<file path="config.mk">
export PLATFORM = sky130hd
export DESIGN_NAME = uart_rx
export DESIGN_NICKNAME = d
export VERILOG_FILES = /design/src/rtl/uart_rx.sv
export SDC_FILE = /design/constraint.sdc
export NUM_CORES = 1
export LEC_CHECK = 0
export ABC_AREA = 1
export CORE_MARGIN = 2
export CORE_UTILIZATION = 59
export DETAILED_ROUTE_END_ITERATION = 6
export GPL_ROUTABILITY_DRIVEN = 0
export PLACE_DENSITY = 0.88
export SLEW_MARGIN = 30
export SYNTH_ARGS = -nofsm -noshare
export SYNTH_HDL_FRONTEND = slang
export SYNTH_SLANG_ARGS = --single-unit
</file>
<file path="constraint.sdc">
create_clock -name clk_Rx -period 1.7 [get_ports clk_Rx]
set_input_delay 0.34 -clock clk_Rx [delete_from_list [all_inputs] [get_ports clk_Rx]]
set_output_delay 0.34 -clock clk_Rx [all_outputs]
set_load 0.01 [all_outputs]
</file>
<file path="src/rtl/uart_rx.sv">
// 8N1 UART receiver: two-flop input synchronizer, falling-edge start detection,
// mid-bit sampling, one-cycle data_valid / frame_err pulses.
module uart_rx #(
  parameter int Fclk  = 100000000,
  parameter int Fuart = 9600
) (
  input  logic       clk_Rx,
  input  logic       reset,
  input  logic       Rx_in,
  output logic [7:0] data_out,
  output logic       data_valid,
  output logic       frame_err,
  output logic       busy
);

  localparam int unsigned CLKS_PER_BIT = Fclk / Fuart;
  localparam int unsigned HALF_BIT     = CLKS_PER_BIT / 2;
  localparam logic [24:0] CNT_BIT_END  = 25'(CLKS_PER_BIT - 1);
  localparam logic [24:0] CNT_HALF_END = 25'(HALF_BIT - 1);

  typedef enum logic [1:0] {
    IDLE,
    START_BIT,
    DATA_BIT,
    STOP_BIT
  } state_t;

  state_t      state;
  logic        rx_meta;
  logic        rx_s;
  logic        rx_prev;
  logic [24:0] clk_cnt;
  logic [2:0]  bit_cnt;
  logic [7:0]  shift_reg;

  // rx_prev tracks rx_s every cycle so a held-low line never looks like a new edge
  always_ff @(posedge clk_Rx or negedge reset) begin
    if (!reset) begin
      rx_meta <= 1'b1;
      rx_s    <= 1'b1;
      rx_prev <= 1'b1;
    end else begin
      rx_meta <= Rx_in;
      rx_s    <= rx_meta;
      rx_prev <= rx_s;
    end
  end

  always_ff @(posedge clk_Rx or negedge reset) begin
    if (!reset) begin
      state      <= IDLE;
      clk_cnt    <= '0;
      bit_cnt    <= '0;
      shift_reg  <= '0;
      data_out   <= '0;
      data_valid <= 1'b0;
      frame_err  <= 1'b0;
      busy       <= 1'b0;
    end else begin
      data_valid <= 1'b0;
      frame_err  <= 1'b0;
      case (state)
        IDLE: begin
          clk_cnt <= '0;
          bit_cnt <= '0;
          if (rx_prev && !rx_s) begin
            state <= START_BIT;
            busy  <= 1'b1;
          end
        end
        START_BIT: begin
          if (clk_cnt == CNT_HALF_END) begin
            clk_cnt <= '0;
            if (!rx_s) begin
              state <= DATA_BIT;
            end else begin
              state <= IDLE;
              busy  <= 1'b0;
            end
          end else begin
            clk_cnt <= clk_cnt + 25'd1;
          end
        end
        DATA_BIT: begin
          if (clk_cnt == CNT_BIT_END) begin
            clk_cnt            <= '0;
            shift_reg[bit_cnt] <= rx_s;
            if (bit_cnt == 3'd7) begin
              state <= STOP_BIT;
            end else begin
              bit_cnt <= bit_cnt + 3'd1;
            end
          end else begin
            clk_cnt <= clk_cnt + 25'd1;
          end
        end
        STOP_BIT: begin
          // Leave at mid stop bit so the next start edge is caught in IDLE
          if (clk_cnt == CNT_BIT_END) begin
            clk_cnt <= '0;
            state   <= IDLE;
            busy    <= 1'b0;
            if (rx_s) begin
              data_out   <= shift_reg;
              data_valid <= 1'b1;
            end else begin
              frame_err  <= 1'b1;
            end
          end else begin
            clk_cnt <= clk_cnt + 25'd1;
          end
        end
        default: begin
          state <= IDLE;
          busy  <= 1'b0;
        end
      endcase
    end
  end

endmodule

</file>
# Word-level counts from Yosys, hierarchy flattened
# Cells that the tools add are included.
[totals] rom_bits=0 latchBits=0 ramBits=0 output_inout_bits=11 wordCells=67 n_memories=0 reg_bits=52
[op_classes] n_div=0 n_mul=0 addsub=2 reduce_logical=12 shift=0 eq_ne=13 bitwise=0 magnitude_cmp=2 mux=27
[op_table] cell="$pmux W25 S3" count=1
[op_table] cell="$mux W25" count=2
[op_table] cell="$add A25 B1 Y25 const B" count=1
[op_table] cell="$eq A25 B13 Y1 const B" count=1
[op_table] cell="$eq A25 B14 Y1 const B" count=1
[op_table] cell="$ne A2 B2 Y1 const B" count=7
[op_table] cell="$mux W2" count=6
[op_table] cell="$mux W1" count=11
[op_table] cell="$reduce_and A5 Y1" count=2
[op_table] cell="$bwmux W8" count=1
[op_table] cell="$pmux W2 S4" count=1
[op_table] cell="$mux W3" count=2
[op_table] cell="$pmux W3 S2" count=1
[op_table] cell="$reduce_and A3 Y1" count=2
[op_table] cell="$eq A2 B2 Y1 const B" count=2
[op_table] cell="$lt A3 B4 Y1 const B" count=1
[op_table] cell="$add A3 B1 Y3 const B" count=1
[op_table] cell="$demux W1 S3" count=1
[op_table] cell="$eq A3 B3 Y1 const B" count=1
[op_table] cell="$ge A3 B1 Y1 const B" count=1
[op_table] cell="$pmux W1 S3" count=1
[op_table] cell="$reduce_bool A3 Y1" count=1
[op_table] cell="$eq A2 B1 Y1 const B" count=1
[op_table] cell="$logic_and A1 B1 Y1" count=2
[op_table] cell="5 further kinds" count=5

# Depth between registers and ports, before layout
[depth] ltp_word=5 ltp_mapped=11

# Worst setup path before layout
# No wires, ideal clock.
[synth_timing] path_type="register to register" startpoint="reg clk_cnt[0]" endpoint="reg clk_cnt[18]" t_arrival_ns=1.377 required_ns=1.582 setup_slack_ns=0.205 path_stages_with_launch=10 path_buffers=1 period_less_slack_ns=1.495 cell_sequence="dfrtp_1 -> ha_1 -> nand3_2 -> nor2_2 -> nand3_2 -> nand2_1 -> nand2_2 -> inv_2 -> buf_6 -> nor2_1"
[synth_via] elab_chain_cells=3 elab_cells_between_ends=6 classes_between="add/sub: 1; eq/ne: 2; mux: 3"
[synth_rtl] item="start, declared" line_no="32" source="logic [24:0] clk_cnt;"
[synth_rtl] item="start signal, assigned" line_no="81" source="clk_cnt <= clk_cnt + 25'd1;"
[synth_rtl] item="start signal, assigned" line_no="94" source="clk_cnt <= clk_cnt + 25'd1;"
[synth_rtl] item="start signal, assigned" line_no="110" source="clk_cnt <= clk_cnt + 25'd1;"
[synth_rtl] item="$add A25 B1 Y25, or another cell as far along" line_no="81, 94, 110"
[synth_rtl] item="$mux W25 (on tied branches)" line_no="85, 99, 72"
[synth_rtl] item="$pmux W25 S3 *" line_no="62" source="case (state)"
# Every way passes the cells marked *; elsewhere a longest branch is shown, timed or not.
# A chain may end at the register's enable or synchronous reset.

# Worst setup path in the final report
[layout_timing] startpoint="reg data_out[6]" endpoint="out data_out[6]"
[layout_rtl] item="start, declared" line_no="10" source="output logic [7:0] data_out,"
[layout_rtl] item="start signal, assigned" line_no="104" source="data_out <= shift_reg;"
# No word-level cell between the ends.

==> flow_summary.yaml <==
flow_run:
  cap_viol_max_count: 0
final_layout:
  antenna_cells: 0
  num-nets-final: 368
  largest_reg_flops: 25
  drive_gt1_share_pct: 12.95
  nFillCells: 344
  fin_util_pct: 70.63
  syn_to_final_growth_pct: 15.41
routing:
  drt_drc_violations_left: 0
  dr.pass1.iters: 6
  drt-met1-wl_microns: 2482
  post_drt_wl_per_cell_microns: 13.57
  via_per_inst: 5.448
  drtAntennaViolNets: 0
  drt_wl_total_microns: 5631
  dr_wl_met2_microns: 2659
  top_layer: "met4"
  drt_iter0_markers: 144
  wl_met3_microns: 363
  dr_total_vias: 2261
synthesis:
  ys_seq_area_share_pct: 49.31
  yosys.area.top_type: "dfrtp_1"
  synthArstFlopShare_pct: 100.0
  ys.flop_type: "dfrtp_1"
  synth_top_cells_by_area: "dfrtp_1, nand2_1, nor2_1, inv_1, nand4_1"
  syn_nets: 338
  avgSynthCellArea_sq_um: 7.971
  synth_most_common_cell: "nand2_1"
  synth-seq-cells: 52
  synthTopCellsByCount: "nand2_1, nor2_1, dfrtp_1"
  synth_top_area_share_pct: 46.34
  synth-edff-count: 0
  syn_area_sq_mm: 0.002646
  ys_types: 29
  synth_warnings: 0
  synthCells: 332
critical_path:
  path_class: "reg2out"
  path_buf_inv: 1
  cp-start-kind: "flop"
  path_max_fanout: 2
  slowest_delay_ns: 0.55
  path_delay_family: "buffers and inverters"
  cpMaxStageDelayCell: "clkdlybuf4s50_1"
  critPathRequiredTime_ns: 1.36
  reg2reg_from: "clk_cnt[7]$_DFF_PN0_"
  crit_start: "data_out[6]$_DFFE_PN0P_"
  end_kind: "primary output"
  arrival_ns: 1.23
  path_cells: "clkdlybuf4s50_1"
pwr:
  p_leak_nw: 1.397
  irDropWorstVdd_mv: 0.6555
  power_density_mw_per_mm2: 926.7
global_routing:
  track_usage_pct: 23.84
  grt_max_degree: 27
  grt_first_pass_wirelength_microns: 9577
  antenna_found_initial: 0
  grt.overflow.total: 0
  grt_pass1_vias: 2177
cts:
  insertion_delay_ns: 0.30
  ctsHtreeMaxLevel: 2
  clockBufferDepth: 2
  cts_tree: "built"
  numCtsBuffers: 5
  cts_sinks: 52
  root_buffer: "clkbuf_8"
  cts.clk_slew.worst_paths_ns: 0.10
sta:
  hold_viol_final: 0
  post-route-period-util_pct: 92.13
  skew_ns: 0.006303
  max-slew-margin-rel_pct: 71.28
  setup_violations: 0
  finalHoldWorstSlack_ns: 0.3616
  tightest_slew_ns: 0.4308
  post-route-min-period_ns: 1.566
  fmax_mhz: 638.5
  rsz0062_at_grt: "true"
  drv_slew: 0
floorplan:
  die_h_microns: 70.97
  initial_utilization_pct: 61.20
  die_w_microns: 70.97
  core_sq_mm: 0.004324
  dieArea_sq_mm: 0.005037
  ios: 14
  rows: 24
placement:
  hpwl_microns: 3984
  io_buffers: 13
status:
  status: "complete, no violations"
worst_hold_path:
  hp-start: "rx_meta$_DFF_PN1_"
  hold_path.class: "reg2reg"
[stage by stage]
step | total power, mW | instance area (sq um) | TNS [ns] | worst slack [ns] | std cells
3_5_place_dp | 2.058 | 2893 | -0.004890 | -0.004890 | 403
5_1_grt | 2.986 | 3054 | -0.06835 | -0.02844 | 415
6_report | 2.830 | 3054 | 0 | 0.1338 | 415
3_3_place_gp | 2.042 | 2893 | 0 | 0.07261 | 403
2_1_floorplan | 1.869 | 2646 | 0 | 0.2049 | 332
4_1_cts | 2.753 | 2994 | 0 | 0.01642 | 412
[layout by cell type (no fill, tap or decap), types with 5 or more instances in the layout]
master           count
o21ai_0             17
a21oi_1              9
nand4_1             15
nor3_1               9
dfrtp_1             48
inv_1               35
buf_4                8
nand2_2              5
nand3_1             14
xor2_1               8
clkbuf_8             5
nor2_2               5
nand2_1             84
nor2_1              52
clkdlybuf4s50_1     12
[path summary, 6_finish.rpt]
check / endpoint / slack [ns] / depth (start not counted)
max: data_out[6] / 0.13 / 1
min: rx_s$_DFF_PN1_ / 0.36 / 0
max reg2reg: clk_cnt[23]$_DFF_PN0_ / 0.13 / 6
min reg2reg: rx_s$_DFF_PN1_ / 0.36 / 0
max in group asynchronous: rx_s$_DFF_PN1_ / 0.61 / 3
min in group asynchronous: data_valid$_DFF_PN0_ / 0.50 / 2
[power breakdown]
part / switching (mW) / total [mW] / leakage (nW) / internal [mW]
sequential: 0.118 / 1.44 / 0.702 / 1.32
clock: 0.410 / 0.704 / 0.0414 / 0.294
combinational: 0.446 / 0.684 / 0.654 / 0.239
[per-layer routing]
metal,track usage [%],vias up
li1,-,1130
met1,31.75,1033
met2,39.77,82
met3,4.843,16
met4,7.128,0
met5,0,-
[repair_timing]
| item | CTS | global route |
|---|---|---|
| hold buffers | 1 | 0 |
| gates resized for setup | 1 | 10 |
| hold endpoints to repair | 16 | 0 |
| gates cloned | 0 | 2 |
| buffers inserted | 0 | 1 |
| setup endpoints to repair | 4 | 37 |
[area by class of cell]
cell class	instances	area [sq um]	share of cell area, %
tap	52	65.06	2.130
multi-input combinational	239	1209	39.57
timing repair inverter	1	5.005	0.1639
clock buffer	6	72.57	2.376
sequential	52	1306	42.77
clock inverter	2	16.27	0.5326
timing repair buffer	23	215.2	7.046
inverter	40	165.2	5.408
[cells by family (layout without fill, tap and decap cells)]
| logic type | count (synthesis) | count (layout) | synth area share (%) |
|---|---|---|---|
| AO/OA/AOI/OAI | 29 | 29 | 5.721 |
| XOR/XNOR | 11 | 11 | 3.641 |
| adder cells (fa/ha/maj) | 3 | 3 | 1.419 |
| buffers and inverters | 42 | 72 | 6.525 |
| flip-flops | 52 | 52 | 49.31 |
| AND/OR/NAND/NOR | 195 | 196 | 33.38 |
Power figures use the tool's default switching activity.
